[src/rtl/load_seq_ctrl_pkg.sv]
// Shared constants, state encoding and small helpers for the layer-load sequencer.
package load_seq_ctrl_pkg;

  localparam int W_WORDS_DEF   = 200;
  localparam int FM_PIXELS_DEF = 12544;
  localparam int N_BATCH_DEF   = 8;
  localparam int FM_BASE_DEF   = 200;
  localparam int AW_DEF        = 20;

  typedef enum logic [2:0] {
    ST_IDLE     = 3'd0,
    ST_WLOAD    = 3'd1,
    ST_WGAP     = 3'd2,
    ST_FMLOAD   = 3'd3,
    ST_FMHOLD   = 3'd4,
    ST_WAITDONE = 3'd5
  } state_e;

  function automatic logic is_rd_state(input state_e s);
    return (s == ST_WLOAD) || (s == ST_FMLOAD);
  endfunction

endpackage

[src/rtl/load_addr_gen.sv]
// Weight/pixel/batch counters and the feature-map address adder.
// Counters always hold the address of the read presented this cycle; addr_nxt is the next one.
module load_addr_gen
  import load_seq_ctrl_pkg::*;
#(
  parameter int W_WORDS   = W_WORDS_DEF,
  parameter int FM_PIXELS = FM_PIXELS_DEF,
  parameter int N_BATCH   = N_BATCH_DEF,
  parameter int FM_BASE   = FM_BASE_DEF,
  parameter int AW        = AW_DEF
) (
  input  logic          clk,
  input  logic          rst_n,
  input  logic          clr,
  input  logic          w_adv,
  input  logic          f_adv,
  input  logic          sel_fm,
  output logic          w_last,
  output logic          f_last,
  output logic [AW-1:0] addr_nxt
);

  localparam logic [7:0]  W_LAST     = 8'(W_WORDS - 1);
  localparam logic [13:0] PIX_LAST   = 14'(FM_PIXELS - 1);
  localparam logic [2:0]  BATCH_LAST = 3'(N_BATCH - 1);

  logic [7:0]    wcnt_q, wcnt_d;
  logic [13:0]   pix_q, pix_d;
  logic [2:0]    batch_q, batch_d;
  logic [AW-1:0] fm_addr_s;

  assign w_last = (wcnt_q == W_LAST);
  assign f_last = (pix_q == PIX_LAST) && (batch_q == BATCH_LAST);

  // Next counter values: cleared on a new layer, advanced once per issued read.
  always_comb begin
    wcnt_d  = wcnt_q;
    pix_d   = pix_q;
    batch_d = batch_q;
    if (clr) begin
      wcnt_d  = 8'd0;
      pix_d   = 14'd0;
      batch_d = 3'd0;
    end else begin
      if (w_adv) begin
        wcnt_d = wcnt_q + 8'd1;
      end else begin
        wcnt_d = wcnt_q;
      end
      if (f_adv) begin
        if (pix_q == PIX_LAST) begin
          pix_d   = 14'd0;
          batch_d = batch_q + 3'd1;
        end else begin
          pix_d   = pix_q + 14'd1;
          batch_d = batch_q;
        end
      end else begin
        pix_d   = pix_q;
        batch_d = batch_q;
      end
    end
  end

  // Address of the next read, formed from the next counter values.
  always_comb begin
    fm_addr_s = AW'(FM_BASE) + (AW'(batch_d) * AW'(FM_PIXELS)) + AW'(pix_d);
    if (sel_fm) begin
      addr_nxt = fm_addr_s;
    end else begin
      addr_nxt = AW'(wcnt_d);
    end
  end

  // Counter registers.
  always_ff @(posedge clk or negedge rst_n) begin
    if (!rst_n) begin
      wcnt_q  <= 8'd0;
      pix_q   <= 14'd0;
      batch_q <= 3'd0;
    end else begin
      wcnt_q  <= wcnt_d;
      pix_q   <= pix_d;
      batch_q <= batch_d;
    end
  end

endmodule

[src/rtl/load_seq_ctrl.sv]
// Layer-load sequencer: streams weights then feature-map planes from memory to the accelerator.
// All outputs are registered; the stream lags the read strobe by two cycles.
module load_seq_ctrl
  import load_seq_ctrl_pkg::*;
#(
  parameter int W_WORDS   = W_WORDS_DEF,
  parameter int FM_PIXELS = FM_PIXELS_DEF,
  parameter int N_BATCH   = N_BATCH_DEF,
  parameter int FM_BASE   = FM_BASE_DEF,
  parameter int AW        = AW_DEF
) (
  input  logic          clk,
  input  logic          rst_n,
  input  logic          start,
  input  logic          abort,
  output logic          mem_rd_en,
  output logic [AW-1:0] mem_addr,
  input  logic [31:0]   mem_rdata,
  input  logic          weight_ing,
  input  logic          conv_done,
  output logic [31:0]   data_i,
  output logic          valid_i,
  output logic          busy,
  output logic          done
);

  state_e        state_q, state_d;
  logic          mem_rd_en_q, mem_rd_en_d;
  logic [AW-1:0] mem_addr_q, mem_addr_d;
  logic          rd_d1_q, rd_d1_d;
  logic          valid_i_q, valid_i_d;
  logic [31:0]   data_i_q, data_i_d;
  logic          busy_q, busy_d;
  logic          done_q, done_d;
  logic          clr_s, w_adv_s, f_adv_s, sel_fm_s, w_last_s, f_last_s;
  logic [AW-1:0] addr_nxt_s;

  load_addr_gen #(
    .W_WORDS  (W_WORDS),
    .FM_PIXELS(FM_PIXELS),
    .N_BATCH  (N_BATCH),
    .FM_BASE  (FM_BASE),
    .AW       (AW)
  ) u_addr_gen (
    .clk     (clk),
    .rst_n   (rst_n),
    .clr     (clr_s),
    .w_adv   (w_adv_s),
    .f_adv   (f_adv_s),
    .sel_fm  (sel_fm_s),
    .w_last  (w_last_s),
    .f_last  (f_last_s),
    .addr_nxt(addr_nxt_s)
  );

  // State transitions; abort overrides everything, including a simultaneous start.
  always_comb begin
    state_d = state_q;
    done_d  = 1'b0;
    clr_s   = 1'b0;
    if (abort) begin
      state_d = ST_IDLE;
    end else begin
      case (state_q)
        ST_IDLE: begin
          if (start) begin
            state_d = ST_WLOAD;
            clr_s   = 1'b1;
          end else begin
            state_d = ST_IDLE;
          end
        end
        ST_WLOAD: begin
          if (w_last_s) state_d = ST_WGAP;
          else          state_d = ST_WLOAD;
        end
        ST_WGAP: begin
          if (!weight_ing) state_d = ST_FMLOAD;
          else             state_d = ST_WGAP;
        end
        ST_FMLOAD: begin
          if (f_last_s)        state_d = ST_WAITDONE;
          else if (weight_ing) state_d = ST_FMHOLD;
          else                 state_d = ST_FMLOAD;
        end
        ST_FMHOLD: begin
          if (!weight_ing) state_d = ST_FMLOAD;
          else             state_d = ST_FMHOLD;
        end
        ST_WAITDONE: begin
          if (conv_done) begin
            state_d = ST_IDLE;
            done_d  = 1'b1;
          end else begin
            state_d = ST_WAITDONE;
          end
        end
        default: state_d = ST_IDLE;
      endcase
    end
  end

  // Read strobe/address for the next cycle and the two-stage stream pipeline.
  always_comb begin
    w_adv_s     = (state_q == ST_WLOAD);
    f_adv_s     = (state_q == ST_FMLOAD);
    sel_fm_s    = (state_d == ST_FMLOAD);
    mem_rd_en_d = is_rd_state(state_d);
    if (mem_rd_en_d) begin
      mem_addr_d = addr_nxt_s;
    end else begin
      mem_addr_d = mem_addr_q;
    end
    rd_d1_d   = mem_rd_en_q && !abort;
    valid_i_d = rd_d1_q && !abort;
    if (rd_d1_q && !abort) begin
      data_i_d = mem_rdata;
    end else begin
      data_i_d = data_i_q;
    end
    busy_d = (state_d != ST_IDLE) || done_d;
  end

  // FSM and output registers.
  always_ff @(posedge clk or negedge rst_n) begin
    if (!rst_n) begin
      state_q     <= ST_IDLE;
      mem_rd_en_q <= 1'b0;
      mem_addr_q  <= '0;
      rd_d1_q     <= 1'b0;
      valid_i_q   <= 1'b0;
      data_i_q    <= 32'd0;
      busy_q      <= 1'b0;
      done_q      <= 1'b0;
    end else begin
      state_q     <= state_d;
      mem_rd_en_q <= mem_rd_en_d;
      mem_addr_q  <= mem_addr_d;
      rd_d1_q     <= rd_d1_d;
      valid_i_q   <= valid_i_d;
      data_i_q    <= data_i_d;
      busy_q      <= busy_d;
      done_q      <= done_d;
    end
  end

  assign mem_rd_en = mem_rd_en_q;
  assign mem_addr  = mem_addr_q;
  assign data_i    = data_i_q;
  assign valid_i   = valid_i_q;
  assign busy      = busy_q;
  assign done      = done_q;

endmodule

[config.mk]
export PLATFORM = sky130hd
export DESIGN_NAME = load_seq_ctrl
export DESIGN_NICKNAME = d
export VERILOG_FILES = /design/src/rtl/load_seq_ctrl_pkg.sv /design/src/rtl/load_addr_gen.sv /design/src/rtl/load_seq_ctrl.sv
export SDC_FILE = /design/constraint.sdc
export NUM_CORES = 1
export LEC_CHECK = 0
export CAP_MARGIN = 40
export CORE_ASPECT_RATIO = 0.9
export CORE_MARGIN = 5
export CORE_UTILIZATION = 54
export CTS_CLUSTER_SIZE = 30
export DETAILED_ROUTE_END_ITERATION = 8
export GPL_TIMING_DRIVEN = 0
export PLACE_DENSITY_LB_ADDON = 0.12
export SETUP_SLACK_MARGIN = 0.05
export SYNTH_ARGS = -nofsm -noshare
export SYNTH_HDL_FRONTEND = slang
export SYNTH_SLANG_ARGS = --single-unit
[constraint.sdc]
create_clock -name clk -period 5.9 [get_ports clk]
set_input_delay 0.59 -clock clk [delete_from_list [all_inputs] [get_ports clk]]
set_output_delay 0.59 -clock clk [all_outputs]
set_load 0.01 [all_outputs]
== Word level (Yosys, flattened, before mapping) ==
Index checks and enable logic that the tools add are counted.
Storage, ports and cells
  memory bits (read-only): 0
  latch bits: 0
  bits in writable memories: 0
  memories kept: 0
  bits in registers: 85
  output and inout port bits: 56
Operators by class
  magnitude comparators: 0
  $mul: 1
  equality and inequality tests: 10
  muxes and demuxes: 23
  shift operators: 0
  reductions and logical operators: 8
  divide/modulo/power cells: 0
  $add $sub $neg: 5
  bitwise operators: 0
Operators with widths (number)
  14-bit two-way mux: 3
  3-bit two-way mux: 7
  20-bit by 14-bit adder with 20-bit output: 1
  20-bit two-way mux: 1
  8-bit by 17-bit adder with 18-bit output, first input constant: 1
  3-bit case mux with 6 select lines: 1
  8-bit two-way mux: 2
  14-bit by 1-bit adder with 14-bit output, second input constant: 1
  14-bit equality test, second input constant: 1
  3-bit by 2-bit equality test with 1-bit output, second input constant: 3
  3-bit equality test, second input constant: 3
  3-bit by 6-bit multiplier with 9-bit output, second input constant: 1
  8-bit by 1-bit adder with 8-bit output, second input constant: 1
  8-bit equality test, second input constant: 1
  1-bit two-way mux: 8
  3-bit by 1-bit equality test with 1-bit output, second input constant: 2
  3-bit by 1-bit adder with 3-bit output, second input constant: 1
  1-bit logical AND: 3
  3-bit zero test: 1
  3-bit nonzero test: 1
  1-bit logical OR: 2
  2-bit two-way mux: 1
  1-bit zero test: 1

== Longest topological paths before layout ==
Gate-level depths: netlist of run 1.
  word-level depth: 8
  mapped depth: 14

== By module ==
A second synthesis of run 1 with hierarchy kept.
Second synthesis, totals
  cells, all modules: 416
  area, all modules: 4543.1 um^2
By module, submodules not included
  load_seq_ctrl: instances 1, area each 2368.5 um^2, seq. area each 1501.4 um^2, cells each 157
  load_addr_gen: instances 1, area each 2174.6 um^2, seq. area each 625.6 um^2, cells each 259

== Worst setup path before layout of run 1 ==
No wires, ideal clock.
  path type: register to register
  from: register u_addr_gen.pix_q[8]
  to: register mem_addr_q[15] (netlist: mem_addr[15])
  data required time: 5778 ps
  stages on the path, launching flop included: 14
  data arrival time: 3614 ps
  path slack: 2165 ps
  clock period less this slack: 3735 ps
  buffers on the path: 2
  library setup time: 122 ps
  path through: dfrtp_1 -> or4_4 -> nor4_4 -> or2_2 -> clkbuf_1 -> clkbuf_1 -> nor2_1 -> ha_1 -> a21o_1 -> a21o_1 -> a31oi_1 -> nand2_1 -> a221o_1 -> a32o_1
Between the ends
  elaborated cells on any way between the ends: 19
  those cells by class: add/sub: 3; mul: 1; eq/ne: 3; mux: 10; reduce/logical: 2
RTL lines
  start: declaration: line load_addr_gen.sv:28  | logic [13:0] pix_q, pix_d;
  start signal: assignment: line load_addr_gen.sv:83  | pix_q <= pix_d;
  14-bit by 1-bit adder with 14-bit output or 14-bit equality test (tied branches): line load_addr_gen.sv:55, load_addr_gen.sv:51
  14-bit two-way mux *: line load_addr_gen.sv:51  | if (pix_q == PIX_LAST) begin
  14-bit two-way mux *: line load_addr_gen.sv:50  | if (f_adv) begin
  14-bit two-way mux *: line load_addr_gen.sv:40  | if (clr) begin
  via u_addr_gen.pix_d[9]: line load_addr_gen.sv:28
  20-bit by 14-bit adder with 20-bit output *: line load_addr_gen.sv:67  | fm_addr_s = AW'(FM_BASE) + (AW'(batch_d) * AW'(FM_PIXELS)) + AW'(pix_d);
  20-bit two-way mux *: line load_addr_gen.sv:68  | if (sel_fm) begin
  end signal: assignment: line load_seq_ctrl.sv:138  | mem_addr_q <= mem_addr_d;
  end: declaration: line load_seq_ctrl.sv:29  | logic [AW-1:0] mem_addr_q, mem_addr_d;
The timed path passes the listed nets; every way through them passes the cells marked *.
A chain may end at the register's enable or synchronous reset.

== Worst setup path in the final report of run 1 ==
  from: input abort
  to: register mem_addr_q[14] (netlist: mem_addr[14])
Between the ends
  longest elaborated chain between the ends: 6
  elaborated cells on any way between the ends: 11
  those cells by class: add/sub: 2; mul: 1; eq/ne: 2; mux: 5; reduce/logical: 1
Ends and longest elaborated chain
  start: declaration: line load_seq_ctrl.sv:15  | input logic abort,
  1-bit two-way mux: line load_seq_ctrl.sv:61  | if (abort) begin
  3-bit two-way mux: line load_addr_gen.sv:40
  via u_addr_gen.batch_d[0]: line load_addr_gen.sv:29  | logic [2:0] batch_q, batch_d;
  3-bit by 6-bit multiplier with 9-bit output: line load_addr_gen.sv:67
  8-bit by 17-bit adder with 18-bit output: line load_addr_gen.sv:67
  20-bit by 14-bit adder with 20-bit output: line load_addr_gen.sv:67
  20-bit two-way mux: line load_addr_gen.sv:68
The timed path passes the listed nets, and every way through them passes these cells.

==> results of run 1 <==
[cell families (layout without fill, tap and decap cells)]
family,count (synthesis),count (layout),share of synthesized area (%)
and+or+nand+nor,126,126,16.7
DFF,83,83,49.8
AOI/OAI and AO/OA,55,55,9.79
muxes,35,35,9.37
buffers and inverters,31,139,3.39
xor gates and xnor gates,30,30,6.31
adders and majority gates,15,15,4.50
other,1,2,0.0900
[power by group through the flow]
stage,Combinational (mW),Clock [mW],Sequential [mW]
final,0.389,0.534,0.713
after global routing,0.420,0.572,0.726
after floorplan,0.121,0,0.757
after detailed placement,0.392,0,0.723
after CTS,0.395,0.546,0.713
after global placement,0.384,0,0.718
[placed cells by master (no fill, tap or decap), types with 3 or more instances in the layout]
cell type | netlist | layout
a31oi_1 | 5 | 5
clkbuf_1 | 7 | 7
xor2_1 | 15 | 15
a32oi_1 | 3 | 3
or3_1 | 3 | 3
xnor2_1 | 15 | 15
dfrtp_1 | 83 | 83
a21oi_1 | 4 | 4
o31ai_1 | 3 | 3
clkbuf_8 | 0 | 9
o21ai_0 | 11 | 11
ha_1 | 15 | 15
nor2b_1 | 3 | 3
nor2_1 | 33 | 33
buf_2 | 5 | 5
nor4_1 | 6 | 6
nand4_1 | 10 | 10
mux2_2 | 32 | 32
buf_4 | 3 | 4
a21o_1 | 5 | 5
inv_1 | 14 | 14
nand3_1 | 12 | 12
clkdlybuf4s50_1 | 0 | 90
nand2_1 | 21 | 21
a221o_1 | 6 | 6
nor3_1 | 9 | 9
nand2b_1 | 6 | 6
mux2i_1 | 3 | 3
bufinv_16 | 0 | 4
[routing by layer]
metal	vias to the layer above	global-route usage, %	share of wire (%)
met5	-	0	0
met4	0	4.37	0.65
met3	6	7.68	8.2
met2	135	32.6	46
met1	1609	32.4	46
li1	1563	-	-
[flip-flops by register name (all words and copies together) (netlist names)]
register / flops
u_addr_gen.wcnt_q: 8
mem_rd_en: 1
mem_addr: 18
data_i: 32
busy: 1
state_q: 3
u_addr_gen.batch_q: 3
u_addr_gen.pix_q: 14
valid_i: 1
rd_d1_q: 1
done: 1
[worst reg2reg max path, stage by stage (launching register included)]
cell and delay [ns]:
dfrtp_1 0.43, ha_1 0.24, nand4b_2 0.29, nor4_4 0.68, or2_2 0.22, clkbuf_1 0.25
clkbuf_1 0.39, nor2_1 0.16, ha_1 0.33, inv_1 0.08, nor4_1 0.44, nand2_1 0.13
o31ai_1 0.47, xnor2_1 0.20, o21ai_0 0.11
[cell type report]
type | count | area, um^2 | share of cell area [%]
plain buffers | 17 | 88.8 | 1.62
clock buffers | 9 | 124 | 2.25
clock inverters | 6 | 138 | 2.50
inverters | 14 | 52.6 | 0.956
multi-input cells | 263 | 1950 | 35.5
flip-flops and latches | 83 | 2080 | 37.8
well taps | 96 | 120 | 2.18
repair buffers | 93 | 946 | 17.2
[stage by stage]
step	utilization (%)	power (mW)
6_report	72.9	1.64
5_1_grt	72.9	1.72
4_1_cts	72.9	1.65
3_5_place_dp	69.4	1.12
3_3_place_gp	68.9	1.10
2_1_floorplan	-	0.878
[worst max path at each step]
stage	startpoint	to	cells after the start
after global routing	abort	mem_addr[14]	14
after CTS	abort	mem_addr[14]	14
after detailed placement	abort	mem_addr[14]	14
final	abort	mem_addr[14]	14
after floorplan	u_addr_gen.pix_q[8]	mem_addr[15]	13
after global placement	abort	mem_addr[14]	13
==> metrics, run 1 <==
status=finished clean; Slew Limit Fails=0; vias in the first global route=about 3,300; Tcrit/Tclk final=79.7%; Ys Warns=0; clk sinks=between 80 and 90; largest net degree at the start of global routing=68; Clk network pwr share=between 30 and 40%; switching power=416 uW; hold buffer count at CTS=0; CTS tree=done; setup bufs post-CTS=0; area grow syn2layout=32.0%; worst skew pair latency=0.35 ns; Worst EP arrival=4.91 ns; post-synth cell types=61; RSZ-0062 raised after global routing=false; synth top area cells=dfrtp_1 (50%), mux2_2 (8.6%), ha_1 (4.5%); Reg2Reg Depth=14; Post-Place Cell Area=5240 um^2; sequential share of power=43.6%; die area=9570 um^2; sequential share of the synthesized area=49.8%; fmax=0.213 GHz; TNS Setup=0 ns; Max stage delay on crit path=approximately 0.54 ns; Die Y=93.3 um; top-count cell post-synth=dfrtp_1; worst slew pin tran=0.690 ns; worst relative slew slack=between 50% and 60%; gr usage total=22.3%; layout cells sized above 1=14.2%; PortBufs=between 90 and 100; Root Buffer=clkbuf_8; Max-Cap Viols=0; switch share=25.4%; H-tree depth=3; Inst Count DP=566; HP Class=input pin to async pin; vias per cell=5.70; Worst VDD drop=223 uV; ys flop type=dfrtp_1; WP data required=a little over 6 ns; fillers=537; Synth async-reset ratio=100%; R2R Path Start=u_addr_gen.pix_q[0]; initial antenna violation count=0; Critical Path End Type=flop; CP delay by family, top=buffers and inverters; num rows=30; Synth area leader=dfrtp_1; worst-path maximum fanout=10; DRC viols=0; Comb power frac=a little under a quarter; Core ar.=7540 um^2; Finished Cell Area=5500 um^2; Ports=94; Die W=103 um; grt ovf=0; diodes inserted=0; final worst path period need=4.70 ns; reg2reg end=mem_addr[14]; first-pass GRT wire length=around 17,000 um; number of synthesized register bits=83; Fin Clk Skew=0.0129 ns; RePlAce Congestion=0.922; Mean Syn Cell Area=11.1 um^2; Reg clk slew, reported paths=0.08 ns; CP max-delay cell=clkdlybuf4s50_1; HPWL after DPL=7320 um; Internal Power=roughly 1.2 mW; mean routed wirelength per cell=about 17 um; setup slack at placement=0.920 ns; final hold violation count=0; Post-Syn Instances=376; DR iter-0 viols=approximately 250; post_cts resized=0; CP bufs+invs=5; fin worst setup slack=1.20 ns; Lkg Pwr=2.45 nW; CP Cell Sequence=clkdlybuf4s50_1, nor4_1, clkdlybuf4s18_2, buf_2, buf_1, nor2_1, ha_1, ha_1, inv_1, nor4_1, nand2_1, o31ai_1, xnor2_1, o21ai_0; Routed WL=10,100 um; Pre-Repair DR Iteration Count=5; CP startpoint kind=input pin; Crit Path Class=input pin to flop; final-stage net count=between 500 and 600; count of final setup violators=0; R2R setup slack=about 1.3 ns; Num CTS Buffers=9; Post-synth EDFFs=0; Hold WS=0.103 ns; remaining antenna violation count=0; initial core utilization=a little under three fifths; most frequent cells after synthesis=dfrtp_1 (83), nor2_1 (33), mux2_2 (32); Yosys top cell area share=49.8%; Syn Std Cell Area=4170 um^2; non-filler instance count after layout=581; via count=3,313; power density over cell area=298 nW/um^2; clk buf depth=2
Power figures use the tool's default switching activity.
==> inputs of run 2 (changes only) <==
Settings changed: CORE_UTILIZATION 54 to 46.
Clock period 5.9 ns to 3.8 ns, I/O delays scaled along.
==> metrics, run 2 (synthesized netlist as in run 1, its figures left out) <==
H-tree depth=3; worst slew pin tran=0.672 ns; initial antenna violation count=0; Max-Cap Viols=0; power density over cell area=424 nW/um^2; commonest non-fill, non-tap cells in the layout=clkdlybuf4s50_1 (90), dfrtp_1 (83), nor2_1 (32), mux2_2 (32), nand2_1 (19); grt ovf=0; Reg2Reg Depth=13; Crit Path Class=flop to flop; Root Buffer=clkbuf_8; HP Class=flop to flop; RSZ-0062 raised after global routing=false; Core ar.=between 8000 and 9000 um^2; metal2 WL=4820 um; met1 wire length=4470 um; status=finished clean; CTS tree=done; Hold Path End=mem_addr[17]; Worst VDD drop=between 200 and 300 uV; Highest Signal Layer=met4; largest net degree at the start of global routing=51; vias in the first global route=3,352; Slew Limit Fails=0; Die Y=100 um; clk sinks=83; layout cells sized above 1=17.2%; vias per cell=5.43; fin worst setup slack=about 0.17 ns; commonest non-fill, non-tap cell in the layout=clkdlybuf4s50_1; gr usage total=19.4%; max reg flops=32; PortBufs=91; reg2reg end=mem_addr[15]; DRC viols=0; count of final setup violators=0; worst-path maximum fanout=5; Critical Path End Type=flop; Num CTS Buffers=9; RePlAce Congestion=slightly below 0.9; met3 wire len=787 um; clk buf depth=2; Max stage delay on crit path=about 0.55 ns; die area=11,100 um^2; most frequent CP cell=a21o_1; final hold violation count=0; CP startpoint kind=flop; Routed WL=about 10,000 um; HPWL after DPL=approximately 7600 um; Min-Delay Path Depth=2; final worst path period need=3.63 ns; diodes inserted=0; Hold WS=0.496 ns; worst hold start=mem_addr[17]; Tcrit/Tclk final=95.5%; TNS Setup=0 ns; DR iter-0 viols=approximately 130; Pre-Repair DR Iteration Count=4; num rows=33; first-pass GRT wire length=16,600 um; worst relative slew slack=between 50% and 60%; initial core utilization=46.5%; fmax=approximately 0.28 GHz; Reg clk slew, reported paths=approximately 0.080 ns; Worst EP arrival=3.87 ns; Lkg Pwr=around 2.5 nW; total chip power=2.37 mW; via count=3,315; CP max-delay cell=or4_4; remaining antenna violation count=0; Die W=110 um; worst skew pair latency=0.36 ns; area grow syn2layout=34.1%; mean routed wirelength per cell=16.6 um; WP data required=4.05 ns; setup slack at placement=-0.738 ns; R2R Path Start=u_addr_gen.pix_q[8]; Ports=94; CP Cell Sequence=or4_4, nor4_4, buf_6, nand2b_1, a21o_1, inv_1, ha_1, a21o_1, a21o_1, a31oi_4, nand2_2, a221o_1, a32o_1; R2R setup slack=0.17 ns; fillers=a little under 800; final-stage net count=between 500 and 600; Fin Clk Skew=0.0109 ns
==> run 2: cell types whose count changed in the layout (fill, tap and decap cells not counted), moves of 2 or more <==
cell,before,now
buf_4,4,6
bufinv_16,4,1
clkinvlp_4,0,3
clkbuf_1,7,5
nor4_1,6,4
nand2_2,0,2
nand2_1,21,19
==> run 2: cell type report <==
class	count	area [um^2]	area share, %
Tap cell	122	153	2.73
Sequential cell	83	2080	37.2
Buffer	16	90.1	1.61
Clock inverter	6	70.1	1.25
Multi-Input combinational cell	263	2030	36.3
Clock buffer	10	138	2.46
Timing Repair Buffer	97	982	17.6
Inverter	14	52.6	0.940
==> run 2: through the flow <==
| stage | instances | utilization (%) | instance area, um^2 |
|---|---|---|---|
| floorplan | 377 | - | 4170 |
| finish | 611 | 62.4 | 5590 |
| CTS | 609 | 61.7 | 5530 |
| detailed placement | 592 | 58.8 | 5270 |
| global route | 611 | 62.4 | 5590 |
| global placement | 590 | 58.4 | 5230 |
==> run 2: worst max-delay path by stage <==
stage | start | slack (ns) | to | cells past startpoint
3_5_place_dp | abort | -0.74 | mem_addr[14] | 13
3_3_place_gp | abort | -1.27 | mem_addr[14] | 13
6_report | u_addr_gen.pix_q[8] | 0.17 | mem_addr[15] | 13
4_1_cts | u_addr_gen.pix_q[8] | 0.05 | mem_addr[14] | 14
5_1_grt | u_addr_gen.pix_q[8] | 0.06 | mem_addr[15] | 13
2_1_floorplan | u_addr_gen.pix_q[8] | 0.06 | mem_addr[15] | 13
==> run 2: what timing repair did <==
item                       in CTS  in global routing
hold endpoints to repair       33                  0
hold buffers                    1                  0
setup endpoints to repair      10                  5
resized for setup               7                 12
pin swaps                       1                  2
buffers inserted                1                  2
==> run 2: layer usage <==
layer | GRT usage (%) | vias to the layer above
met1 | 26.1 | 1640
met5 | 0 | -
met2 | 29.8 | 94
met3 | 7.33 | 6
li1 | - | 1575
met4 | 4.92 | 0
==> run 2: where the power goes <==
group          leakage [nW]  switching, mW  internal (mW)
combinational          1.27          0.236          0.369
sequential             1.08         0.0817           1.02
clock                0.0955          0.333          0.326
total                  2.45          0.650           1.72
==> run 2: critical path: cells and delay by family (launching register included) <==
family	cells	cell delay (ns)
and+or+nand+nor	4	1.07
DFF	1	0.44
buffers and inverters	2	0.26
AOI/OAI and AO/OA	6	1.37
adders and majority gates	1	0.36
==> inputs of run 3 (changes only) <==
Settings changed: ABC_CLOCK_PERIOD_IN_PS from default to 3800, PLACE_DENSITY from default to 0.77, PLACE_DENSITY_LB_ADDON 0.12 to default.
==> metrics, run 3 (synthesized netlist as in run 1, its figures left out) <==
status=finished clean; power density over cell area=411 nW/um^2; Finished Cell Area=between 5000 and 6000 um^2; Crit Path Class=flop to flop; num rows=33; HPWL after DPL=7910 um; HP Class=input pin to async pin; RSZ-0062 raised after global routing=true; PortBufs=91; Reg clk slew, reported paths=0.09 ns; Inst Count DP=slightly below 600; area grow syn2layout=35.3%; Pre-Repair DR Iteration Count=4; first-pass GRT wire length=17,400 um; grt ovf=0; clk sinks=83; non-filler instance count after layout=618; Hold WS=0.477 ns; Post-Place Cell Area=5270 um^2; gr usage total=20.2%; final-stage net count=roughly 540; Worst EP arrival=3.81 ns; Max-Cap Viols=0; fmax=0.280 GHz; layout cells sized above 1=18.5%; setup slack at placement=-0.884 ns; Finished Core Util=62.9%; initial antenna violation count=0; Root Buffer=clkbuf_8; vias in the first global route=~3,500; max reg flops=32; largest net degree at the start of global routing=59; fin worst setup slack=0.230 ns; count of final setup violators=0; clk buf depth=2; Die Y=100 um; Worst VDD drop=277 uV; Slew Limit Fails=0; vias per cell=5.45; DR iter-0 viols=189; Ports=94; RePlAce Congestion=slightly below 0.9; final worst path period need=3.57 ns; worst skew pair latency=0.35 ns; Lkg Pwr=2.48 nW; CTS tree=done; worst relative slew slack=between 50% and 60%; WP data required=4.04 ns; initial core utilization=46.5%; diodes inserted=0; remaining antenna violation count=0; die area=11,100 um^2; mean routed wirelength per cell=17.5 um; Reg2Reg Depth=13; worst slew pin tran=0.658 ns; H-tree depth=3; Fin Clk Skew=about 0.012 ns; Die W=110 um; commonest non-fill, non-tap cell in the layout=clkdlybuf4s50_1; Core ar.=between 8000 and 9000 um^2; Routed WL=10,800 um; via count=3,370; DRC viols=0; Critical Path End Type=flop; commonest non-fill, non-tap cells in the layout=clkdlybuf4s50_1 (90), dfrtp_1 (81), nor2_1 (32), mux2_2 (32), nand2_1 (20); Tcrit/Tclk final=94.0%; final hold violation count=0; CP startpoint kind=flop; Num CTS Buffers=9; worst-path maximum fanout=10
## run 3: routing by layer
layer	global-route usage [%]	vias up	wire (um)
met4	5.87	0	156
met5	0	-	0
met2	32.9	111	5330
li1	-	1581	-
met3	5.34	15	686
met1	26.7	1663	4630
## run 3: path summary, 6_finish.rpt
| path | from | end | slack, ns |
|---|---|---|---|
| worst max-delay path | u_addr_gen.pix_q[11] | mem_addr[15] | 0.23 |
| worst min-delay path | rst_n | mem_addr[15] | 0.48 |
| worst max register to register | u_addr_gen.pix_q[11] | mem_addr[15] | 0.23 |
| worst min register to register | mem_addr[8] | mem_addr[8] | 0.50 |
| max in group asynchronous | rst_n | u_addr_gen.pix_q[1] | 2.71 |
| min in group clk | mem_addr[8] | mem_addr[8] | 0.50 |
## run 3: layout make-up
type	instances	area [um^2]
Multi-Input combinational cell	263	2030
Timing Repair Buffer	104	1030
Clock buffer	10	138
Fill cell	756	3320
Clock inverter	6	50.0
Sequential cell	83	2080
Inverter	14	52.6
Buffer	16	96.3
Tap cell	122	153
## run 3: metrics by stage
step / TNS (ns) / power [mW]
finish: 0 / 2.31
global route: 0 / 2.43
CTS: 0 / 2.34
detailed placement: -4.74 / 1.74
global placement: -54.78 / 1.71
floorplan: 0 / 1.36
## run 3: timing repair
action / CTS / global route
hold endpoints to repair: 25 / 0
gates resized for setup: 14 / 7
endpoints found under the setup margin: 9 / 6
pin swaps: 3 / 2
buffers inserted: 6 / 4
cloned: 0 / 0
hold buffers: 1 / 0
## run 3: worst max-delay path, cell delays in order (launching register included)
cell      delay [ns]
dfrtp_1         0.41
or4_4           0.56
nor4_4          0.24
buf_4           0.17
or2_4           0.15
clkbuf_8        0.17
nor2_1          0.08
ha_1            0.34
a21o_1          0.21
a21o_1          0.24
a31oi_4         0.20
nand2_1         0.12
a221o_1         0.31
a32o_1          0.26
## run 3: power breakdown
part           switching, mW  internal, mW  leakage (nW)
combinational          0.242         0.371          1.31
clock                  0.334         0.261        0.0891
sequential            0.0835          1.02          1.08
total                  0.659          1.66          2.48
